$ cat config.mk
export PLATFORM = sky130hd
export DESIGN_NAME = hamming_encoder_dm
export DESIGN_NICKNAME = d
export VERILOG_FILES = /design/src/rtl/hamming_encoder_dm.sv
export SDC_FILE = /design/constraint.sdc
export NUM_CORES = 1
export LEC_CHECK = 0
export CAP_MARGIN = 40
export CORE_MARGIN = 1.5
export CORE_UTILIZATION = 50
export DETAILED_ROUTE_END_ITERATION = 16
export HOLD_SLACK_MARGIN = 0.12
export PLACE_DENSITY = 0.85
export SKIP_CTS_REPAIR_TIMING = 1
export SLEW_MARGIN = 20
export SYNTH_ARGS = -nofsm -noshare
export SYNTH_HDL_FRONTEND = slang
export SYNTH_SLANG_ARGS = --single-unit
$ cat constraint.sdc
create_clock -name Clk -period 2.3 [get_ports Clk]
set_input_delay 0.46 -clock Clk [delete_from_list [all_inputs] [get_ports Clk]]
set_output_delay 0.46 -clock Clk [all_outputs]
set_load 0.02 [all_outputs]
$ cat src/rtl/hamming_encoder_dm.sv
// SECDED (15,11)+overall-parity encoder that walks data memory: reads 11-bit messages
// as byte pairs and writes 16-bit codewords back as byte pairs through the shared port.
module hamming_encoder_dm #(
    parameter int W        = 8,
    parameter int N_WORDS  = 15,
    parameter int SRC_BASE = 0,
    parameter int DST_BASE = 30
) (
    input  logic         Clk,
    input  logic         Reset_n,
    input  logic         Start,
    input  logic [W-1:0] MemRdData,
    output logic [W-1:0] MemAddr,
    output logic         MemWrEn,
    output logic [W-1:0] MemWrData,
    output logic         Busy,
    output logic         Done
);

    localparam int            IW       = $clog2(N_WORDS + 1);
    localparam logic [IW-1:0] LAST_IDX = IW'(N_WORDS - 1);
    localparam logic [W-1:0]  SRC      = W'(SRC_BASE);
    localparam logic [W-1:0]  DST      = W'(DST_BASE);

    typedef enum logic [2:0] {
        IDLE,
        RD_LO,
        RD_HI,
        WR_LO,
        WR_HI,
        DONE
    } state_t;

    state_t        state;
    state_t        state_next;
    logic [IW-1:0] idx;
    logic [7:0]    data_lo;
    logic [2:0]    data_hi;
    logic [10:0]   msg;
    logic          p0, p1, p2, p4, p8;
    logic [7:0]    cw_lo;
    logic [7:0]    cw_hi;
    logic [W-1:0]  idx_w;
    logic [W-1:0]  word_off;

    always_ff @(posedge Clk or negedge Reset_n) begin
        if (!Reset_n) begin
            state <= IDLE;
        end else begin
            state <= state_next;
        end
    end

    always_ff @(posedge Clk or negedge Reset_n) begin
        if (!Reset_n) begin
            idx     <= '0;
            data_lo <= '0;
            data_hi <= '0;
        end else begin
            case (state)
                IDLE:    if (Start) idx <= '0;
                RD_LO:   data_lo <= MemRdData[7:0];
                RD_HI:   data_hi <= MemRdData[2:0];
                WR_HI:   if (idx != LAST_IDX) idx <= idx + IW'(1);
                default: ;
            endcase
        end
    end

    // msg[k-1] is message bit b_k; codeword bit n is Hamming position n, so the
    // decoder's syndrome value directly names the flipped bit.
    assign msg   = {data_hi, data_lo};
    assign p8    = ^msg[10:4];
    assign p4    = ^{msg[10], msg[9], msg[8], msg[7], msg[3], msg[2], msg[1]};
    assign p2    = ^{msg[10], msg[9], msg[6], msg[5], msg[3], msg[2], msg[0]};
    assign p1    = ^{msg[10], msg[8], msg[6], msg[4], msg[3], msg[1], msg[0]};
    assign p0    = ^{msg, p1, p2, p4, p8};
    assign cw_hi = {msg[10:4], p8};
    assign cw_lo = {msg[3], msg[2], msg[1], p4, msg[0], p2, p1, p0};

    assign idx_w    = W'(idx);
    assign word_off = idx_w << 1;

    always_comb begin
        state_next = state;
        MemAddr    = '0;
        MemWrEn    = 1'b0;
        MemWrData  = '0;
        case (state)
            IDLE: begin
                if (Start) state_next = RD_LO;
            end
            RD_LO: begin
                MemAddr    = SRC + word_off;
                state_next = RD_HI;
            end
            RD_HI: begin
                MemAddr    = SRC + word_off + W'(1);
                state_next = WR_LO;
            end
            WR_LO: begin
                MemAddr    = DST + word_off;
                MemWrEn    = 1'b1;
                MemWrData  = W'(cw_lo);
                state_next = WR_HI;
            end
            WR_HI: begin
                MemAddr    = DST + word_off + W'(1);
                MemWrEn    = 1'b1;
                MemWrData  = W'(cw_hi);
                state_next = (idx == LAST_IDX) ? DONE : RD_LO;
            end
            DONE: begin
                if (!Start) state_next = IDLE;
            end
            default: state_next = IDLE;
        endcase
    end

    assign Busy = (state == RD_LO) || (state == RD_HI) || (state == WR_LO) || (state == WR_HI);
    assign Done = (state == DONE);

endmodule

==> results.json <==
{
  "nets": 199,
  "antenna_found_initial": 0,
  "clkPwrFrac_pct": 4.3,
  "synthXorXnorAreaFrac_pct": 19.28,
  "critPathKind": "flop to output port",
  "dp_slack_ns": -0.2170,
  "critical_path.startpoint_type": "flop",
  "yosysTopAreaCell": "dfrtp_1",
  "synth-seq-area-share_pct": 34.03,
  "layout-area-overhead-vs-synth_pct": 39.13,
  "dieArea_um2": 2965,
  "synth.area.top_cells": "dfrtp_1, xnor2_1, mux2_1",
  "vias": 1196,
  "row_count": 18,
  "grt_max_degree": 19,
  "grt_overflow": 0,
  "synth_top_family_by_area": "XOR/XNOR gates",
  "clk_pin_slew_ns": 0.10,
  "fp.dieH_um": 54.46,
  "syn_avg_cell_area_um2": 9.593,
  "cp_top_family": "XOR/XNOR gates",
  "min_period_ns": 2.378,
  "dr.first_iter.drc_count": 26,
  "r2r_setup_slack_ns": 0.71,
  "n_fill_cell": 195,
  "required_ns": 1.84,
  "cp_max_fo": 2,
  "worstReg2RegEnd": "data_lo[4]",
  "grt_pass1_vias": 1211,
  "setup_violations": 1,
  "synth-adder-area-share_pct": 2.836,
  "final.period_utilization_pct": 103.4,
  "hold_path.class": "input pin to asynchronous set/reset pin",
  "setup_ws_ns": -0.07842,
  "cp_slowest_cell": "xnor3_1",
  "drive_gt1_share_pct": 20.22,
  "initial_core_util_pct": 52.95,
  "diodes": 0,
  "critPathBufInv": 1,
  "finClkSkew_ns": 0.01055,
  "synth_cell_types": 37,
  "wire_per_inst_um": 16.03,
  "muxShareOfSynthArea_pct": 9.357,
  "cts_root_buf": "clkbuf_4",
  "ant_nets": 0,
  "viasPerCell": 5.615,
  "maxSlewViolCount": 0,
  "drc_errors": 0,
  "timing.fmax_mhz": 420.4,
  "synth_top_area_share_pct": 34.03,
  "pwr-share-comb_pct": 78.4,
  "rr_startpoint": "state[0]",
  "clock_latency_ns": 0.29,
  "violations": "negative setup slack",
  "p_seq_share_pct": 17.3,
  "status": "complete, but fails checks",
  "drt-total-wl_um": 3414,
  "worstPathArrival_ns": 1.92,
  "p_leak_nw": 1.031,
  "dpl.hpwl_um": 2569,
  "die_w_um": 54.46,
  "grt_pass1_wl_um": 5313,
  "cts_buffers": 3,
  "synth-seq-cells": 18,
  "yosys.area_share.simple_pct": 13.89,
  "drt_first_pass_iters": 4,
  "swShare_pct": 43.40,
  "whs_ns": 0.4963,
  "path_depth": 5,
  "yosys_warnings": 0,
  "ir_worst_vdd_mv": 1.234,
  "cap_violations": 0,
  "gp_congestion": 0.9189,
  "multi_input_area_um2": 838.3,
  "p_int_mw": 1.972,
  "cts_tree": "yes",
  "place.port_buffers": 27,
  "clock_sinks": 18,
  "path_cells": "xnor2_2, xnor3_1, xor3_1, o22ai_1, clkbuf_2",
  "p_sw_mw": 1.512,
  "cts_buffer_depth": 2,
  "reg2reg_depth": 4,
  "synth_compound_area_share_pct": 15.22,
  "regArea_um2": 450.4,
  "slowest_delay_ns": 0.47,
  "end_kind": "output port",
  "placed_area_um2": 1748,
  "io-pin-count": 30,
  "finalHoldViolCount": 0,
  "synthCells": 138,
  "netlist_area_um2": 1324,
  "fin_total_pwr_mw": 3.485,
  "htree_levels": 1,
  "rsz0062_at_grt": "yes",
  "power_density_nw_per_um2": 1892,
  "track_usage_pct": 25.25,
  "design_area_um2": 1842,
  "core_area_um2": 2500
}
power by group through the flow:
| stage | Clock (mW) | Sequential (mW) | Combinational (mW) |
|---|---|---|---|
| floorplan | 0 | 0.613 | 1.75 |
| global placement | 0 | 0.584 | 2.59 |
| detailed placement | 0 | 0.600 | 2.70 |
| CTS | 0.158 | 0.593 | 2.72 |
| global route | 0.171 | 0.621 | 2.93 |
| finish | 0.151 | 0.603 | 2.73 |
cells by family (layout without fill, tap and decap cells):
| logic type | after synthesis | after routing |
|---|---|---|
| AOI/OAI and AO/OA | 31 | 31 |
| xor gates and xnor gates | 25 | 25 |
| adders and majority gates | 3 | 3 |
| buffers and inverters | 15 | 59 |
| DFF | 18 | 18 |
| muxes | 11 | 11 |
| other | 1 | 2 |
| and+or+nand+nor | 34 | 34 |
state kept, by name, summed over array words and instances (netlist names):
register,flops
data_hi,3
data_lo,8
idx,4
state,3
synthesized netlist by cell type (all sizes together):
cell type / number
nor2: 9
o32ai: 1
nand4: 1
xnor2: 18
dfrtp: 18
nor2b: 1
o22ai: 4
o22a: 1
and3: 1
xor2: 5
a211o: 1
ha: 3
o21ai: 7
o31a: 1
or3b: 1
a22o: 7
buf: 5
a21oi: 9
and4b: 1
nand2: 6
nand3: 4
xnor3: 1
and2: 1
inv: 6
nor3b: 2
nand3b: 1
nand2b: 3
xor3: 1
conb: 1
nor3: 3
clkbuf: 4
mux2: 11
metrics by stage:
step                      util (%)  TNS [ns]  instances
after floorplan                  -         0        139
after global placement       69.92   -0.1828        208
after detailed placement     69.92   -0.3224        208
after CTS                    70.82    -4.231        211
after global routing         73.67   -0.1752        213
final                        73.67  -0.07842        213
how the worst max path moves through the flow:
stage	from	end	slack, ns
floorplan	data_hi[1]	MemWrData[0]	0.23
global placement	data_hi[1]	MemWrData[0]	-0.18
detailed placement	data_hi[1]	MemWrData[0]	-0.22
CTS	data_hi[1]	MemWrData[0]	-0.54
global route	data_hi[1]	MemWrData[0]	-0.17
finish	data_hi[1]	MemWrData[0]	-0.08
per-layer routing:
metal	wire length, um	GRT usage [%]
met2	1813	48.59
met3	228	3.552
met1	1310	27.29
met5	0	0
met4	61	10.00
placed cells by master (no fill, tap or decap), drive strengths merged, types with 2 or more instances in the layout:
cell	count
ha	3
nor2	9
o21ai	7
nand2	6
a21oi	9
dlymetal6s2s	15
xor2	5
o22ai	4
inv	6
clkdlybuf4s50	10
nor3b	2
a22o	7
xnor2	18
nand2b	3
nand3	4
clkbuf	5
mux2	11
nor3	3
dfrtp	18
conb	2
buf	23
area by class of cell:
class | instances | share of cell area [%]
tap | 30 | 2.038
timing repair buffer | 50 | 25.54
clock buffer | 3 | 1.223
sequential | 18 | 24.46
inverter | 6 | 1.223
multi-input combinational | 106 | 45.52
Power figures use the tool's default switching activity.
